$ cat src/rtl/rx_cmd_parser_if.sv
// Byte-stream and control bundle between the UART RX path and the command parser.
// iRX_VALID is a one-cycle strobe with no back-pressure: the parser accepts a
// byte in every cycle iRX_VALID is high, so the producer never waits.
interface rx_cmd_parser_if;
    logic       iRX_VALID;
    logic [7:0] iRX_DATA;
    logic [7:0] oRATE;
    logic       oRATE_VALID;
    logic       oCMD_INITIAL;
    logic       oCMD_NORMAL;
    logic       oCMD_START;
    logic       oERR;
    logic       oBUSY;
    logic [1:0] dbg_state;

    modport master (
        output iRX_VALID, iRX_DATA,
        input  oRATE, oRATE_VALID, oCMD_INITIAL, oCMD_NORMAL, oCMD_START,
               oERR, oBUSY, dbg_state
    );

    modport slave (
        input  iRX_VALID, iRX_DATA,
        output oRATE, oRATE_VALID, oCMD_INITIAL, oCMD_NORMAL, oCMD_START,
               oERR, oBUSY, dbg_state
    );
endinterface

$ cat src/rtl/rx_cmd_parser.sv
// Decodes LF-terminated ASCII lines ("init", "norm", "start", "rate:<n>") into
// one-cycle control pulses and a held 8-bit rate value. Malformed or overlong
// lines produce a single oERR pulse at their LF.
module rx_cmd_parser #(
    parameter int         MAX_LINE     = 36,
    parameter logic [7:0] DEFAULT_RATE = 8'd1
) (
    input logic        clk,
    input logic        reset,
    rx_cmd_parser_if.slave bus
);

    typedef enum logic [1:0] {
        ST_IDLE    = 2'd0,
        ST_KEYWORD = 2'd1,
        ST_DIGITS  = 2'd2,
        ST_DISCARD = 2'd3
    } state_t;

    // Candidate bit order: 0 init, 1 norm, 2 start, 3 rate
    function automatic logic [7:0] kw_char(input logic [1:0] k, input logic [2:0] i);
        logic [7:0] c;
        c = 8'h00;
        case ({k, i})
            5'b00_000: c = "i";
            5'b00_001: c = "n";
            5'b00_010: c = "i";
            5'b00_011: c = "t";
            5'b01_000: c = "n";
            5'b01_001: c = "o";
            5'b01_010: c = "r";
            5'b01_011: c = "m";
            5'b10_000: c = "s";
            5'b10_001: c = "t";
            5'b10_010: c = "a";
            5'b10_011: c = "r";
            5'b10_100: c = "t";
            5'b11_000: c = "r";
            5'b11_001: c = "a";
            5'b11_010: c = "t";
            5'b11_011: c = "e";
            default:   c = 8'h00;
        endcase
        return c;
    endfunction

    function automatic logic [2:0] kw_len(input logic [1:0] k);
        return (k == 2'd2) ? 3'd5 : 3'd4;
    endfunction

    state_t      state_q;
    logic [3:0]  cand_q;
    logic [2:0]  idx_q;
    logic [5:0]  cnt_q;
    logic [9:0]  acc_q;
    logic [1:0]  ndig_q;
    logic [7:0]  rate_q;
    logic        rate_valid_q;
    logic        cmd_init_q;
    logic        cmd_norm_q;
    logic        cmd_start_q;
    logic        err_q;

    logic        is_lf;
    logic        is_skip;
    logic        is_digit;
    logic        counted;
    logic        overlong;
    logic [3:0]  first_mask;
    logic [3:0]  step_mask;
    logic        full_init;
    logic        full_norm;
    logic        full_start;
    logic        rate_full;
    logic [9:0]  acc_d;
    logic [5:0]  cnt_d;

    // Classify the incoming byte and precompute keyword/digit progress
    always_comb begin
        is_lf    = (bus.iRX_DATA == 8'h0A);
        is_skip  = (bus.iRX_DATA == 8'h0D) || (bus.iRX_DATA == 8'h20);
        is_digit = (bus.iRX_DATA >= 8'h30) && (bus.iRX_DATA <= 8'h39);
        counted  = bus.iRX_VALID && !is_lf && !is_skip;
        // This byte would be counted byte number MAX_LINE+1
        overlong = counted && (cnt_q >= 6'(MAX_LINE));
        cnt_d    = overlong ? cnt_q : cnt_q + 6'd1;

        first_mask = 4'b0000;
        step_mask  = 4'b0000;
        for (int k = 0; k < 4; k++) begin
            first_mask[k] = (kw_char(2'(k), 3'd0) == bus.iRX_DATA);
            step_mask[k]  = cand_q[k] && (idx_q < kw_len(2'(k)))
                            && (kw_char(2'(k), idx_q) == bus.iRX_DATA);
        end

        full_init  = cand_q[0] && (idx_q == 3'd4);
        full_norm  = cand_q[1] && (idx_q == 3'd4);
        full_start = cand_q[2] && (idx_q == 3'd5);
        rate_full  = cand_q[3] && (idx_q == 3'd4);

        // ndig_q < 3 guarantees acc_q <= 99, so this cannot overflow 10 bits
        acc_d = (acc_q * 10'd10) + {6'd0, bus.iRX_DATA[3:0]};
    end

    // Line FSM: consumes one byte per strobe, all outputs registered
    always_ff @(posedge clk) begin
        if (reset) begin
            state_q      <= ST_IDLE;
            cand_q       <= 4'b0000;
            idx_q        <= 3'd0;
            cnt_q        <= 6'd0;
            acc_q        <= 10'd0;
            ndig_q       <= 2'd0;
            rate_q       <= DEFAULT_RATE;
            rate_valid_q <= 1'b0;
            cmd_init_q   <= 1'b0;
            cmd_norm_q   <= 1'b0;
            cmd_start_q  <= 1'b0;
            err_q        <= 1'b0;
        end else begin
            rate_valid_q <= 1'b0;
            cmd_init_q   <= 1'b0;
            cmd_norm_q   <= 1'b0;
            cmd_start_q  <= 1'b0;
            err_q        <= 1'b0;

            if (bus.iRX_VALID && is_lf) begin
                cnt_q   <= 6'd0;
                state_q <= ST_IDLE;
                case (state_q)
                    ST_IDLE: ;
                    ST_KEYWORD: begin
                        if (full_init)       cmd_init_q  <= 1'b1;
                        else if (full_norm)  cmd_norm_q  <= 1'b1;
                        else if (full_start) cmd_start_q <= 1'b1;
                        else                 err_q       <= 1'b1;
                    end
                    ST_DIGITS: begin
                        if (ndig_q != 2'd0) begin
                            rate_q       <= acc_q[7:0];
                            rate_valid_q <= 1'b1;
                        end else begin
                            err_q <= 1'b1;
                        end
                    end
                    ST_DISCARD: err_q <= 1'b1;
                    default: ;
                endcase
            end else if (counted) begin
                cnt_q <= cnt_d;
                if (overlong) begin
                    state_q <= ST_DISCARD;
                end else begin
                    case (state_q)
                        ST_IDLE: begin
                            if (|first_mask) begin
                                state_q <= ST_KEYWORD;
                                cand_q  <= first_mask;
                                idx_q   <= 3'd1;
                            end else begin
                                state_q <= ST_DISCARD;
                            end
                        end
                        ST_KEYWORD: begin
                            if (rate_full && bus.iRX_DATA == 8'h3A) begin
                                state_q <= ST_DIGITS;
                                acc_q   <= 10'd0;
                                ndig_q  <= 2'd0;
                            end else if (|step_mask) begin
                                cand_q <= step_mask;
                                idx_q  <= idx_q + 3'd1;
                            end else begin
                                state_q <= ST_DISCARD;
                            end
                        end
                        ST_DIGITS: begin
                            if (is_digit && ndig_q != 2'd3 && acc_d <= 10'd255) begin
                                acc_q  <= acc_d;
                                ndig_q <= ndig_q + 2'd1;
                            end else begin
                                state_q <= ST_DISCARD;
                            end
                        end
                        ST_DISCARD: ;
                        default: state_q <= ST_DISCARD;
                    endcase
                end
            end
        end
    end

    assign bus.oRATE        = rate_q;
    assign bus.oRATE_VALID  = rate_valid_q;
    assign bus.oCMD_INITIAL = cmd_init_q;
    assign bus.oCMD_NORMAL  = cmd_norm_q;
    assign bus.oCMD_START   = cmd_start_q;
    assign bus.oERR         = err_q;
    assign bus.oBUSY        = (state_q != ST_IDLE);
    assign bus.dbg_state    = state_q;

endmodule

$ cat src/flat_wrapper.sv
// flat-port wrapper written by rule: the top's interface ports become plain ports
module rx_cmd_parser_flat 
#(
    parameter int         MAX_LINE     = 36,
    parameter logic [7:0] DEFAULT_RATE = 8'd1
)
  (clk, reset, bus_iRX_VALID, bus_iRX_DATA, bus_oRATE, bus_oRATE_VALID, bus_oCMD_INITIAL, bus_oCMD_NORMAL, bus_oCMD_START, bus_oERR, bus_oBUSY, bus_dbg_state);
  rx_cmd_parser_if bus_i ();
  input logic clk;
  input logic reset;
  input wire logic [$bits(bus_i.iRX_VALID)-1:0] bus_iRX_VALID;
  input wire logic [$bits(bus_i.iRX_DATA)-1:0] bus_iRX_DATA;
  output wire logic [$bits(bus_i.oRATE)-1:0] bus_oRATE;
  output wire logic [$bits(bus_i.oRATE_VALID)-1:0] bus_oRATE_VALID;
  output wire logic [$bits(bus_i.oCMD_INITIAL)-1:0] bus_oCMD_INITIAL;
  output wire logic [$bits(bus_i.oCMD_NORMAL)-1:0] bus_oCMD_NORMAL;
  output wire logic [$bits(bus_i.oCMD_START)-1:0] bus_oCMD_START;
  output wire logic [$bits(bus_i.oERR)-1:0] bus_oERR;
  output wire logic [$bits(bus_i.oBUSY)-1:0] bus_oBUSY;
  output wire logic [$bits(bus_i.dbg_state)-1:0] bus_dbg_state;
  assign bus_i.iRX_VALID = bus_iRX_VALID;
  assign bus_i.iRX_DATA = bus_iRX_DATA;
  assign bus_oRATE = bus_i.oRATE;
  assign bus_oRATE_VALID = bus_i.oRATE_VALID;
  assign bus_oCMD_INITIAL = bus_i.oCMD_INITIAL;
  assign bus_oCMD_NORMAL = bus_i.oCMD_NORMAL;
  assign bus_oCMD_START = bus_i.oCMD_START;
  assign bus_oERR = bus_i.oERR;
  assign bus_oBUSY = bus_i.oBUSY;
  assign bus_dbg_state = bus_i.dbg_state;
  rx_cmd_parser #(.MAX_LINE(MAX_LINE), .DEFAULT_RATE(DEFAULT_RATE)) u_core (.clk(clk), .reset(reset), .bus(bus_i));
endmodule
$ cat config.mk
export PLATFORM = sky130hd
export DESIGN_NAME = rx_cmd_parser_flat
export DESIGN_NICKNAME = d
export VERILOG_FILES = /design/src/rtl/rx_cmd_parser_if.sv /design/src/rtl/rx_cmd_parser.sv /design/src/flat_wrapper.sv
export SDC_FILE = /design/constraint.sdc
export NUM_CORES = 1
export LEC_CHECK = 0
export ABC_AREA = 1
export CORE_MARGIN = 2
export CORE_UTILIZATION = 59
export DETAILED_ROUTE_END_ITERATION = 7
export PLACE_DENSITY = 0.81
export SYNTH_ARGS = -nofsm -noshare
export SYNTH_HDL_FRONTEND = slang
export SYNTH_SLANG_ARGS = --single-unit
$ cat constraint.sdc
create_clock -name clk -period 3.6 [get_ports clk]
set_input_delay 0.72 -clock clk [delete_from_list [all_inputs] [get_ports clk]]
set_output_delay 0.72 -clock clk [all_outputs]
set_load 0.1 [all_outputs]
# Word level (Yosys, flattened, before mapping)
# Index checks and enable logic that the tools add are counted.
[totals]
ff_bits = 40
out_inout_bits = 16
romBits = 0
ramBits = 0
input_bits = 11
memories = 0
latch_bits = 0
elab_cells = 133
[classes]
n_mul = 1
shifts = 0
mux = 33
reduce_logical = 45
eq_ne = 28
div_mod_pow = 0
bitwise = 4
n_addsub = 4
magnitude_cmp = 6
[ops]
columns = ["op", "n"]
rows = [
  ["$pmux W7 S4", 3],
  ["$eq A7 B8 Y1", 4],
  ["$eq A7 B8 Y1 const A", 4],
  ["$pmux W7 S3", 1],
  ["$logic_and A1 B1 Y1", 20],
  ["$mux W10", 2],
  ["$pmux W10 S2", 1],
  ["$eq A8 B4 Y1 const B", 2],
  ["$eq A8 B6 Y1 const B", 2],
  ["$mux W2", 7],
  ["$mux W4", 3],
  ["$reduce_or A4 Y1", 3],
  ["$add A10 B4 Y10", 1],
  ["$le A10 B8 Y1 const B", 1],
  ["$mul A10 B3 Y9 const B", 1],
  ["$mux W3", 3],
  ["$ge A8 B6 Y1 const B", 1],
  ["$le A8 B6 Y1 const B", 1],
  ["$mux W1", 8],
  ["$ne A2 B1 Y1 const B", 4],
  ["$pmux W4 S2", 1],
  ["$reduce_bool A2 Y1", 4],
  ["$reduce_or A2 Y1", 4],
  ["$reduce_and A7 Y1", 1],
  ["other kinds (29)", 39],
]

# Depth between registers and ports, before layout
[logic_depth]
ltp_word = 10
ltp_mapped = 19

# Worst setup path after synthesis
# Ideal clock, no wire load.
[synth_path]
path_kind = "flip-flop to flip-flop"
from = "reg u_core.state_q[0], in the netlist u_core.bus.dbg_state[0]"
to = "reg u_core.state_q[0], in the netlist u_core.bus.dbg_state[0]"
arrival_time_ps = 2894
slack_ps = 596
setup_time_ps = 110
stages_incl_launch_ff = 11
path_buffers = 0
cell_sequence = "dfxtp_1 -> inv_1 -> ha_1 -> inv_1 -> nand2_1 -> o311ai_0 -> inv_1 -> nand3_1 -> nand2_1 -> inv_1 -> nor2_1"
[synth_between]
elab_chain_len = 3
word_cells_on_any_way = 9
[synth_lines]
columns = ["item", "line", "text"]
rows = [
  ["from (decl)", "rx_cmd_parser.sv:51", "state_t state_q;"],
  ["from (signal assigned)", "rx_cmd_parser.sv:108", "state_q <= ST_IDLE;"],
  ["from (signal assigned)", "rx_cmd_parser.sv:129", "state_q <= ST_IDLE;"],
  ["from (signal assigned)", "rx_cmd_parser.sv:152", "state_q <= ST_DISCARD;"],
  ["$eq A2 B1 Y1 (tied with other cells)", "rx_cmd_parser.sv:154", "case (state_q)"],
  ["$ne A4 B2 Y1 (no source line) (tied with other cells)", "-", ""],
  ["$reduce_and A4 Y1 (no source line) / $mux W2 (equally long branches)", "-", ""],
]
# Parallel ways exist; a longest one is shown, timed or not.
# A chain may end at the register's enable or synchronous reset.

# Worst setup path after layout
[layout_path]
from = "in bus_iRX_DATA[1]"
to = "reg u_core.acc_q[6]"
[layout_between]
elab_chain_len = 7
word_cells_on_any_way = 26
[layout_lines]
columns = ["item", "line", "text"]
rows = [
  ["from (decl)", "flat_wrapper.sv:12", "input wire logic [$bits(bus_i.iRX_DATA)-1:0] bus_iRX_DATA;"],
  ["parallel branches: the longest is 7 deep, another holds $add A10 B4 Y10", "-", ""],
  ["to (signal assigned)", "rx_cmd_parser.sv:112", "acc_q <= 10'd0;"],
  ["to (signal assigned)", "rx_cmd_parser.sv:167", "acc_q <= 10'd0;"],
  ["to (signal assigned)", "rx_cmd_parser.sv:178", "acc_q <= acc_d;"],
  ["to (decl)", "rx_cmd_parser.sv:55", "logic [9:0] acc_q;"],
]
# Several ways; the timed one is not identified. The select of a mux whose other input is x is not followed.

==> impl_metrics.yaml <==
layout:
  layout.nets: 549
  flow.area_growth_from_synthesis_pct: 13.43
  final_layout_size_suffix_gt1_share_pct: 10.43
  antenna-diode-count: 0
  most_frequent_cells_in_the_layout: "sky130_fd_sc_hd__nand2_1, sky130_fd_sc_hd__nor2_1, sky130_fd_sc_hd__inv_1, sky130_fd_sc_hd__dfxtp_1, sky130_fd_sc_hd__nand3_1"
  leading_cell_type_in_the_layout_fill_and_taps_excluded: "sky130_fd_sc_hd__nand2_1"
timing:
  layout_worst_path_cycle_share_pct: 82.49
  accumulated_negative_setup_slack_ns: 0
  achievable-frequency_mhz: 336.7
  finalSetupViolations: 0
  slew_headroom_pct: 34.89
  worstMarginPinSlew_ns: 0.9735
  clock_skew_ns: 0.005812
  final-hold-violation-count: 0
  report.final.slew_viol_count: 0
  finalCriticalPeriod_ns: 2.970
  whs_ns: 0.4761
  grt_setup_unrepaired: "false"
setup_path:
  critical_path_sink_type: "register"
  critical-path-top-cell-by-count: "sky130_fd_sc_hd__nand2_1"
  required_ns: 3.79
  timing.rr.start: "u_core.acc_q[1]"
  critical_path_fanouts_max: 9
  arrival_ns: 3.16
  max_stage_delay_ns: 0.51
  critPathSlowestCell: "sky130_fd_sc_hd__clkdlybuf4s50_1"
  critical_path.startpoint_type: "primary input"
  critical_path.startpoint: "bus_iRX_DATA[1]"
  path_class: "primary input to register"
  path_cells: "clkdlybuf4s50_1, ha_1, inv_1, fa_1, inv_1, nand3_1, nand2_1, nand2_1, nor2_2, nand2_1, nor2_1, nand2_1, nand2_1, nand2_1, nand2_2, nand2_8, o21ai_0, nor2_1"
clock_network:
  clk_latency_ns: 0.30
  clock_buffer_depth: 2
  numClockSinks: 39
  cts_tree: "done"
  worst_setup_hold_path_clk_slew_ns: 0.08
  cts_made_buffers: 5
  cts_hold_buffers: 0
  cts.root.buffer_cell: "sky130_fd_sc_hd__clkbuf_8"
  postCtsResizedCells: 0
  post-cts-setup-buffer-count: 0
  cts_htree_levels: 2
worst_hold_path:
  hold_path.startpoint: "u_core.acc_q[8]"
  min_path_type: "register to register"
global_route:
  global_route.usage.total_pct: 27.33
  grt_start_max_net_pins: 21
  grt_pass1_vias: 2866
  grt_pass1_wl_um: 13120
  grt_overflow_total: 0
  grt_antenna_before_repair: 0
floorplan:
  pin_count: 27
  start_util_pct: 61.47
  core_area_um2: 5140
  die_height_um: 77.18
  fp.dieArea_um2: 5956
  dieWidth_um: 77.18
  num_rows: 26
logic_synthesis:
  postSynthRegisterBits: 39
  synth-edff-count: 0
  ys.warnings.count: 0
  synthTopCellsByArea: "sky130_fd_sc_hd__dfxtp_1, sky130_fd_sc_hd__nand2_1, sky130_fd_sc_hd__ha_1"
  mappedNetlistNets: 520
  synth_compound_gate_area_share_pct: 10.50
  yosys.area_share.adder_pct: 12.36
  synth_xor_xnor_area_share_pct: 1.663
  synthDominantAreaCellType: "sky130_fd_sc_hd__dfxtp_1"
  synth.yosys.seq_area_share_pct: 24.71
  synthCells: 479
  synthDominantCellAreaShare_pct: 24.71
  postSynthAreaPerCell_um2: 6.596
  synth_top_flop_cell: "sky130_fd_sc_hd__dfxtp_1"
  synth.cell_area_um2: 3159
  portion_of_netlist_area_occupied_by_mux_cells_pct: 0
  synth.lib_cells_used.distinct: 42
  synth_top_family_by_area: "simple AND/OR/NAND/NOR gates"
  post_synthesis_simple_gate_area_fraction_pct: 41.11
  async_reset_ff_share_pct: 0
power_and_ir_drop:
  vdd.ir_drop.worst_mv: 0.2624
  leakage_nw: 1.672
  power.density_cell_area_nw_per_um2: 375.9
outcome:
  run_status: "complete, no violations"
detailed_routing:
  drt-wirelength-per-cell_um: 13.68
  totalWireLength_um: 7907
  drt_pre_antenna_iters: 5
  drt-initial-drc-count: 219
  num_vias: 3146
  drc: 0
  detail-route-antenna-nets: 0
  routed_via_density: 5.443
placement:
  gp_congestion: 0.9382
  number_of_buffers_added_on_ports: 26
  detailedPlacementHpwl_um: 6112
flow_run:
  drv.max_cap_violation_count: 0
area by class of cell:
class	instances	area (µm²)
Inverter	60	247.7
Fill cell	460	1556
Clock inverter	2	37.54
Sequential cell	39	780.7
Tap cell	70	87.58
Clock buffer	5	68.82
Timing Repair Buffer	30	287.8
Multi-Input combinational cell	372	2073
Yosys cell counts (5+ instances only):
master                    count
sky130_fd_sc_hd__nand2_1    126
sky130_fd_sc_hd__nor2_1      70
sky130_fd_sc_hd__inv_1       49
sky130_fd_sc_hd__dfxtp_1     39
sky130_fd_sc_hd__nand3_1     32
sky130_fd_sc_hd__ha_1        28
sky130_fd_sc_hd__a21oi_1     23
sky130_fd_sc_hd__o21ai_0     20
sky130_fd_sc_hd__nor3_1      11
sky130_fd_sc_hd__nand4_1      8
sky130_fd_sc_hd__nand2_2      7
sky130_fd_sc_hd__inv_2        5
sky130_fd_sc_hd__nor2_2       5
critical path, delay by kind of cell:
kind / cells / cell delay, ns
simple gates: 12 / 1.02
buf+inv: 3 / 0.67
fa+ha+maj: 2 / 0.58
compound gates: 1 / 0.17
final timing paths:
kind                     endpoint  slack (ns)  depth (start not counted)
setup / recovery  u_core.acc_q[6]        0.63                         18
hold / removal    u_core.acc_q[8]        0.48                          2
setup reg to reg  u_core.acc_q[6]        0.72                         14
hold reg to reg   u_core.acc_q[8]        0.48                          2
routing by layer:
layer / track usage, % / part of all wire, %
met5: 0 / 0
met4: 8.929 / 1.8
met3: 4.353 / 5.2
met2: 48.78 / 49
met1: 33.31 / 44
through the flow:
step           util [%]  cell area [µm²]  setup slack [ns]  instances  total power [mW]
3_5_place_dp      67.65             3477            0.3600        571            0.9853
4_1_cts           69.72             3583            0.6681        578             1.346
5_1_grt           69.72             3583            0.3758        578             1.433
3_3_place_gp      67.65             3477            0.4473        571            0.9779
2_1_floorplan         -             3159            0.5960        479            0.8759
6_report          69.72             3583            0.6302        578             1.347
where the power goes:
part / internal (mW) / total [mW] / switching, mW
logic: 0.161 / 0.495 / 0.334
clock network: 0.203 / 0.362 / 0.159
registers: 0.458 / 0.490 / 0.0324
total: 0.821 / 1.35 / 0.526
sequential cells by signal, indices dropped and copies added (netlist names):
name	count
u_core.idx_q	3
u_core.ndig_q	2
u_core.bus.oCMD_INITIAL	1
u_core.bus.dbg_state	2
u_core.cand_q	4
u_core.bus.oCMD_START	1
u_core.bus.oRATE_VALID	1
u_core.bus.oRATE	8
u_core.cnt_q	6
u_core.bus.oCMD_NORMAL	1
u_core.acc_q	9
u_core.bus.oERR	1
logic make-up (layout without fill, tap and decap cells):
kind of cell | after synthesis | in the layout
AOI/OAI and AO/OA | 58 | 58
adders and majority gates | 30 | 30
and+or+nand+nor | 278 | 278
buffers and inverters | 68 | 97
xor gates and xnor gates | 6 | 6
DFF | 39 | 39
(Power assumes the default switching activity.)
